===== config.mk =====
export PLATFORM = sky130hd
export DESIGN_NAME = mux_rr_reg_flat
export DESIGN_NICKNAME = d
export VERILOG_FILES = /design/src/rtl/mux_rr_reg_if.sv /design/src/rtl/mux_rr_reg.sv /design/src/flat_wrapper.sv
export SDC_FILE = /design/constraint.sdc
export NUM_CORES = 1
export LEC_CHECK = 0
export ABC_AREA = 1
export CORE_ASPECT_RATIO = 0.6
export CORE_MARGIN = 5
export CORE_UTILIZATION = 37
export DETAILED_ROUTE_END_ITERATION = 7
export PLACE_DENSITY = 0.8
export SLEW_MARGIN = 15
export SYNTH_ARGS = -nofsm -noshare
export SYNTH_HDL_FRONTEND = slang
export SYNTH_SLANG_ARGS = --single-unit

===== constraint.sdc =====
create_clock -name clk -period 2.1 [get_ports clk]
set_input_delay 0.42 -clock clk [delete_from_list [all_inputs] [get_ports clk]]
set_output_delay 0.42 -clock clk [all_outputs]
set_load 0.005 [all_outputs]

===== src/rtl/mux_rr_reg_if.sv =====
// Handshake bundle between the upstream channels, the registered mux and its consumer.
// The master side drives channel data, mode/select and downstream ready. The slave side is the mux.
interface mux_rr_reg_if #(
    parameter int WIDTH = 8,
    parameter int NCH   = 4,
    parameter int SELW  = 2
);
    logic [NCH*WIDTH-1:0] din;
    logic [NCH-1:0]       din_valid;
    logic [NCH-1:0]       din_ready;
    logic                 mode;
    logic [SELW-1:0]      sel;
    logic [WIDTH-1:0]     mux_out;
    logic                 mux_valid;
    logic                 mux_ready;
    logic [SELW-1:0]      mux_ch;

    modport master (
        output din, din_valid, mode, sel, mux_ready,
        input  din_ready, mux_out, mux_valid, mux_ch
    );

    modport slave (
        input  din, din_valid, mode, sel, mux_ready,
        output din_ready, mux_out, mux_valid, mux_ch
    );
endinterface


===== src/rtl/mux_rr_reg.sv =====
// Registered N:1 channel mux with valid/ready handshakes.
// The channel is chosen either by a fixed select or by round-robin arbitration.
module mux_rr_reg #(
    parameter int WIDTH = 8,
    parameter int NCH   = 4,
    parameter int SELW  = 2
) (
    input  logic         clk,
    input  logic         reset_n,
    mux_rr_reg_if.slave  bus
);
    logic                 load_en;
    logic                 grant_ok;
    logic                 in_xfer;
    logic [SELW-1:0]      grant;
    logic [SELW-1:0]      rr_ptr;
    logic [SELW-1:0]      rr_hi;
    logic [SELW-1:0]      rr_lo;
    logic                 rr_hi_found;
    logic                 rr_lo_found;
    logic [NCH-1:0]       ready;
    logic [WIDTH-1:0]     grant_data;
    logic [WIDTH-1:0]     out_q;
    logic                 valid_q;
    logic [SELW-1:0]      ch_q;

    assign load_en = !valid_q || bus.mux_ready;

    // Rotating search split in two passes: channels above rr_ptr win first, else the lowest valid.
    always_comb begin
        rr_hi       = '0;
        rr_lo       = '0;
        rr_hi_found = 1'b0;
        rr_lo_found = 1'b0;
        for (int k = NCH - 1; k >= 0; k--) begin
            if (bus.din_valid[k]) begin
                rr_lo_found = 1'b1;
                rr_lo       = SELW'(k);
                if (k > int'(rr_ptr)) begin
                    rr_hi_found = 1'b1;
                    rr_hi       = SELW'(k);
                end
            end
        end
    end

    always_comb begin
        grant    = '0;
        grant_ok = 1'b0;
        if (bus.mode) begin
            grant_ok = rr_hi_found || rr_lo_found;
            grant    = rr_hi_found ? rr_hi : rr_lo;
        end else if (int'(bus.sel) < NCH) begin
            grant_ok = 1'b1;
            grant    = bus.sel;
        end
    end

    // Fixed mode offers ready on the selected channel whether or not it is valid.
    always_comb begin
        ready      = '0;
        grant_data = '0;
        for (int k = 0; k < NCH; k++) begin
            if (int'(grant) == k) begin
                grant_data = bus.din[k*WIDTH +: WIDTH];
                if (reset_n && load_en && grant_ok) begin
                    ready[k] = 1'b1;
                end
            end
        end
    end

    assign in_xfer = |(ready & bus.din_valid);

    always_ff @(posedge clk or negedge reset_n) begin
        if (!reset_n) begin
            out_q   <= '0;
            valid_q <= 1'b0;
            ch_q    <= '0;
            rr_ptr  <= SELW'(NCH - 1);
        end else if (load_en) begin
            if (in_xfer) begin
                out_q   <= grant_data;
                ch_q    <= grant;
                valid_q <= 1'b1;
                if (bus.mode) begin
                    rr_ptr <= grant;
                end
            end else begin
                valid_q <= 1'b0;
            end
        end
    end

    assign bus.din_ready = ready;
    assign bus.mux_out   = out_q;
    assign bus.mux_valid = valid_q;
    assign bus.mux_ch    = ch_q;
endmodule


===== src/flat_wrapper.sv =====
// flat-port wrapper written by rule: the top's interface ports become plain ports
module mux_rr_reg_flat 
#(
    parameter int WIDTH = 8,
    parameter int NCH   = 4,
    parameter int SELW  = 2
)
  (clk, reset_n, bus_din, bus_din_valid, bus_mode, bus_sel, bus_mux_ready, bus_din_ready, bus_mux_out, bus_mux_valid, bus_mux_ch);
  mux_rr_reg_if #(.WIDTH(WIDTH), .NCH(NCH), .SELW(SELW)) bus_i ();
  input  logic clk;
  input  logic reset_n;
  input wire logic [$bits(bus_i.din)-1:0] bus_din;
  input wire logic [$bits(bus_i.din_valid)-1:0] bus_din_valid;
  input wire logic [$bits(bus_i.mode)-1:0] bus_mode;
  input wire logic [$bits(bus_i.sel)-1:0] bus_sel;
  input wire logic [$bits(bus_i.mux_ready)-1:0] bus_mux_ready;
  output wire logic [$bits(bus_i.din_ready)-1:0] bus_din_ready;
  output wire logic [$bits(bus_i.mux_out)-1:0] bus_mux_out;
  output wire logic [$bits(bus_i.mux_valid)-1:0] bus_mux_valid;
  output wire logic [$bits(bus_i.mux_ch)-1:0] bus_mux_ch;
  assign bus_i.din = bus_din;
  assign bus_i.din_valid = bus_din_valid;
  assign bus_i.mode = bus_mode;
  assign bus_i.sel = bus_sel;
  assign bus_i.mux_ready = bus_mux_ready;
  assign bus_din_ready = bus_i.din_ready;
  assign bus_mux_out = bus_i.mux_out;
  assign bus_mux_valid = bus_i.mux_valid;
  assign bus_mux_ch = bus_i.mux_ch;
  mux_rr_reg #(.WIDTH(WIDTH), .NCH(NCH), .SELW(SELW)) u_core (.clk(clk), .reset_n(reset_n), .bus(bus_i));
endmodule

==> reports/results.ini, run 1 <==
[routing]
wire_per_inst_um = 14.2
first_pass_iters = 4
first_iter_violations = 71
vias_per_cell = 4.96
vias = 1304
drc = 0
routed_wl_mm = 3.73
ant_nets = 0

[synth]
synthTopCellsByArea = dfrtp_1 29%, nand2_1 26%, nand3_1 12%
yosys_warnings = 0
yosys.area_share.simple_pct = 53.3
synth_compound_gate_area_share_pct = 0.930
syn_area_um2 = 942
synthXorXnorAreaFrac_pct = 0
synth-adder-area-share_pct = 0
synth-edff-count = 0
synth_top_cell_by_area = dfrtp_1
postSynthAreaPerCell_um2 = 6.41
ys_seq_area_share_pct = 34.8
muxShareOfSynthArea_pct = 0
syn_inst = 147
synth_seq_cells = 13
yosysMostFrequentCell = nand2_1
async_flop_share_pct = 100
synth_top_family_by_area = simple AND/OR/NAND/NOR gates
ys_top_cells_by_count = 65 x nand2_1, 22 x nand3_1, 11 x dfrtp_1, 11 x inv_1, 10 x nand4_1
yosysTopAreaCellShare_pct = 29.2
ys.flop_type = dfrtp_1
ys_types = 16
synth_nets = 189

[cts]
clk_path_buf_depth = 2
clk_pin_slew_worst_paths_ns = 0.05
cts_tree = done
hold_buffers = 0
cts_buffers = 3
clock-root-buffer = clkbuf_8
cts.sinks = 13
h-tree-depth = 1
clk_latency_ns = 0.24

[floorplanning]
fp.dieW_um = 75.1
start_util_pct = 38.1
dieArea_um2 = 3690
core_area_um2 = 2470
die_y_um = 49.1
num_rows = 14
ios = 57

[sta]
min_period_over_period_pct = 98.2
whs_ns = 0.471
hold_viol_final = 0
setup_viol = 0
maxSlewHeadroom_pct = 85.3
fmax_mhz = 485
fin_skew_ns = 0.00415
finalMaxSlewViolations = 0
rsz0062_at_grt = yes
timing.final.crit_period_ns = 2.06
tightest_slew_ns = 0.220

[setup_path]
path_class = reg2out
path_max_fanout = 4
arrival_ns = 1.64
required_ns = 1.68
crit_path_end_kind = primary output
start_kind = flop

[place]
placedCellCount = 249
dpl.hpwl_mm = 2.72
io_buffers = 56
gp_congestion = 0.782

[run]
drv_cap = 0

[finish]
diodes = 0
drive_gt1_share_pct = 29.9
area_growth_pct = 95.1
post-route-util_pct = 74.4
stdcell_count = 263
nets = 274

[power_and_ir_drop]
power_frac_seq_pct = 28.6
intPower_mw = 1.00
comb_power_share_pct = 57.8
p_total_mw = 1.59
power_density_nw_per_um2 = 864
switchingPower_mw = 0.584
vdd.ir_drop.worst_mv = 0.363
switching_share_pct = 36.8
cellLeakagePower_nw = 0.916
clkPwrFrac_pct = 13.6

[hold_path]
min_path_type = reg2reg

[global_routing]
grt_usage_pct = 20.9
gr-total-overflow = 0
grt_pass1_vias = 1322
grt_max_degree = 17
grt_pass1_wl_mm = 6.01
antenna_found_initial = 0

[outcome]
status = completed

[worst paths after layout]
path	depth (start not counted)	slack, ns	end	start
min in group asynchronous	2	0.61	u_core.bus.mux_out[6]	reset_n
worst max-delay path	9	0.04	bus_din_ready[1]	u_core.rr_ptr[1]
worst min register to register	2	0.47	u_core.bus.mux_out[4]	u_core.bus.mux_out[4]
worst min-delay path	2	0.47	u_core.bus.mux_out[4]	u_core.bus.mux_out[4]
max in group asynchronous	2	1.25	u_core.rr_ptr[0]	reset_n
worst max register to register	14	0.06	u_core.bus.mux_out[5]	u_core.rr_ptr[1]
[cells by family after synthesis]
logic type / count (synthesis)
AO/OA/AOI/OAI: 1
buffers and inverters: 21
AND/OR/NAND/NOR: 112
flip-flops: 13
[metrics by stage]
stage               setup slack, ns  setup TNS (ns)  cell area, um2
global route                -0.0374          -0.139            1840
CTS                        -0.00656         -0.0125            1800
detailed placement           -0.443           -5.67            1650
global placement             -0.357           -4.65            1650
finish                       0.0385               0            1840
floorplan                     0.414               0             942
[registers in the layout, indices dropped and copies added, names as in the netlist]
| name | count |
|---|---|
| u_core.bus.mux_ch | 2 |
| u_core.bus.mux_out | 8 |
| u_core.bus.mux_valid | 1 |
| u_core.rr_ptr | 2 |
[layout make-up]
type | count | area (um2)
Inverter | 15 | 61.3
Multi-Input combinational cell | 113 | 586
Timing Repair Buffer | 86 | 778
Sequential cell | 13 | 328
Fill cell | 187 | 632
Clock buffer | 4 | 45.0
Tap cell | 32 | 40.0
[critical path, stage by stage, from the launching register on]
cell     delay (ns)
dfstp_2        0.57
nor2_2         0.06
a21oi_2        0.20
nand2_2        0.09
nand2_4        0.09
inv_4          0.05
buf_4          0.13
nand4_2        0.07
inv_1          0.04
buf_2          0.12
[cell usage in the layout (no fill, tap or decap), drive strengths merged]
cell type and count:
nor2 10, dfstp 2, a21oi 1, clkbuf 6, or2 1, clkdlybuf4s50 47, nand4 11, inv 15
dfrtp 11, buf 32, nand2 68, nand3 22, dlygate4sd2 5
[layer usage]
metal	up-vias	part of all wire, %	track usage, %
met5	-	0	0
met4	0	2.5	7.56
met3	9	9.1	3.09
met2	63	48	35.3
met1	593	40	26.7
li1	639	-	-
[power by group through the flow]
stage               logic (mW)  clock network [mW]  registers [mW]
floorplan                0.344                   0           0.446
global placement         0.754                   0           0.440
detailed placement       0.782                   0           0.446
CTS                      0.860               0.220           0.446
global route              1.01               0.234           0.469
finish                   0.917               0.216           0.454
[repair_timing]
item                       CTS  global route
hold endpoints to repair     0             0
pin swaps                    4            11
resized for setup           22            26
buffers inserted            11             2
setup endpoints to repair   15            16
cloned                       0             0
Note: power is estimated with default switching activity, not from simulation.
==> run 2, diff against run 1 <==
PLACE_DENSITY = 0.77   (was 0.8)
==> run 2 against run 1 <==
  * Critical path depth shrank 1
  * Worst setup slack lost 0.034 ns
  * Final cell count grew 0.38%
==> reports/results.ini, run 2 (synthesis gave the netlist of run 1 again) <==
[routing]
first_pass_iters = 4
wire_per_inst_um = 15.6
vias = 1352
vias_per_cell = 5.12
drc = 0
ant_nets = 0
first_iter_violations = 102
routed_wl_mm = 4.11

[floorplanning]
die_y_um = 49.1
start_util_pct = 38.1
ios = 57
dieArea_um2 = 3690
core_area_um2 = 2470
fp.dieW_um = 75.1
num_rows = 14

[cts]
cts.sinks = 13
clk_pin_slew_worst_paths_ns = 0.06
cts_tree = done
clk_latency_ns = 0.25
h-tree-depth = 1
hold_buffers = 0
clock-root-buffer = clkbuf_8
cts_buffers = 3
clk_path_buf_depth = 2

[sta]
fin_setup_tns_ns = 0
setup_viol = 0
maxSlewHeadroom_pct = 84.8
fin_skew_ns = 0.000348
min_period_over_period_pct = 99.8
timing.final.ws_setup_ns = 0.00435
timing.final.crit_period_ns = 2.10
hold_viol_final = 0
tightest_slew_ns = 0.227
finalMaxSlewViolations = 0
fmax_mhz = 477
rsz0062_at_grt = yes

[global_routing]
use_met1_pct = 31.7
grt_usage_pct = 22.0
grt_pass1_wl_mm = 6.24
grt_max_degree = 20
grtUsageMet2_pct = 32.9
grt_pass1_vias = 1274
gr-total-overflow = 0
antenna_found_initial = 0
grtUsageMet3_pct = 6.58
busiest_layer = met2

[power_and_ir_drop]
power_density_nw_per_um2 = 866
switchingPower_mw = 0.609
intPower_mw = 1.00
vdd.ir_drop.worst_mv = 0.345
cellLeakagePower_nw = 0.917
power_frac_seq_pct = 28.4
comb_power_share_pct = 57.3
switching_share_pct = 37.8
clkPwrFrac_pct = 14.3

[finish]
multiInputGateArea_um2 = 589
largest_reg_flops = 8
area_growth_pct = 97.7
stdcell_count = 264
layout_common_cells = 54 x nand2_1, 47 x clkdlybuf4s50_1, 24 x buf_4, 19 x nand3_1, 13 x nand2_2
fill_cells = 174
diodes = 0
nets = 275
drive_gt1_share_pct = 32.8
regArea_um2 = 328
post-route-util_pct = 75.4
layout_commonest_cell = nand2_1
final_area_um2 = 1860

[place]
dpl.hpwl_mm = 2.91
postPlaceCellArea_um2 = 1650
gp_congestion = 0.844
pre_cts_slack_ns = -0.447
placedCellCount = 249
io_buffers = 56

[setup_path]
slowest_stage = dfstp_2
critical_path.cell_chain = nor2_1, a21oi_2, nand2_2, nand2_2, buf_4, nand4_1, inv_1, clkbuf_2
crit_top_cell = nand2_2
path_max_fanout = 4
crit_path_end_kind = primary output
start_kind = flop
crit_buf_inv = 3
cp_slowest_stage_delay_ns = 0.56
required_ns = 1.68
arrival_ns = 1.68
path_class = reg2out
cpLargestDelayFamily = flip-flops

[run]
drv_cap = 0

[outcome]
status = completed

[hold_path]
min_path_type = reg2reg

==> run 2: layout make-up <==
type | instances | area share, %
repair buffers | 87 | 42.6
flip-flops and latches | 13 | 17.6
inverters | 15 | 3.56
clock buffers | 4 | 2.42
well taps | 32 | 2.15
multi-input cells | 113 | 31.6
==> run 2: power groups by stage <==
stage / clock network [mW] / logic (mW) / registers (mW)
floorplan: 0 / 0.344 / 0.446
global placement: 0 / 0.750 / 0.446
detailed placement: 0 / 0.764 / 0.455
CTS: 0.231 / 0.815 / 0.450
global route: 0.245 / 1.01 / 0.472
finish: 0.231 / 0.925 / 0.458
==> run 2: worst register-to-register path: stages (launching register included) <==
cell,delay (ns)
dfstp_2,0.56
inv_1,0.05
nand2_1,0.08
nand3_2,0.08
nand2_2,0.06
nand2_2,0.06
buf_4,0.14
nand4_1,0.11
buf_4,0.12
nor2_1,0.04
nor2_2,0.18
nand2_4,0.14
buf_6,0.15
nand2_1,0.05
nand2_1,0.06
==> run 2: final timing paths <==
check | slack [ns] | start | endpoint | cells after the start
worst max-delay path | 0.004 | u_core.rr_ptr[1] | bus_din_ready[3] | 8
worst min-delay path | 0.48 | u_core.bus.mux_out[0] | u_core.bus.mux_out[0] | 2
worst max register to register | 0.08 | u_core.rr_ptr[1] | u_core.bus.mux_out[3] | 14
worst min register to register | 0.48 | u_core.bus.mux_out[0] | u_core.bus.mux_out[0] | 2
max in group asynchronous | 1.30 | reset_n | u_core.rr_ptr[1] | 2
min in group asynchronous | 0.57 | reset_n | u_core.bus.mux_valid | 2
==> run 2: repair_timing <==
item / 4_1_cts / 5_1_grt
gates resized for setup: 22 / 40
cloned: 0 / 0
endpoints found under the hold margin: 0 / 0
pin swaps: 3 / 14
buffers inserted: 9 / 4
endpoints found under the setup margin: 17 / 17
==> run 2: per-stage QoR <==
stage          hold slack [ns]  total power, mW
6_report                 0.476             1.61
5_1_grt                  0.515             1.72
4_1_cts                  0.477             1.50
3_5_place_dp             0.463             1.22
3_3_place_gp             0.454             1.20
2_1_floorplan            0.124            0.790
==> run 2: per-layer routing <==
layer  vias up  share of wire [%]
li1        638                  -
met1       633                 43
met2        69                 45
met3        12                9.2
met4         0                2.5
met5         -                  0
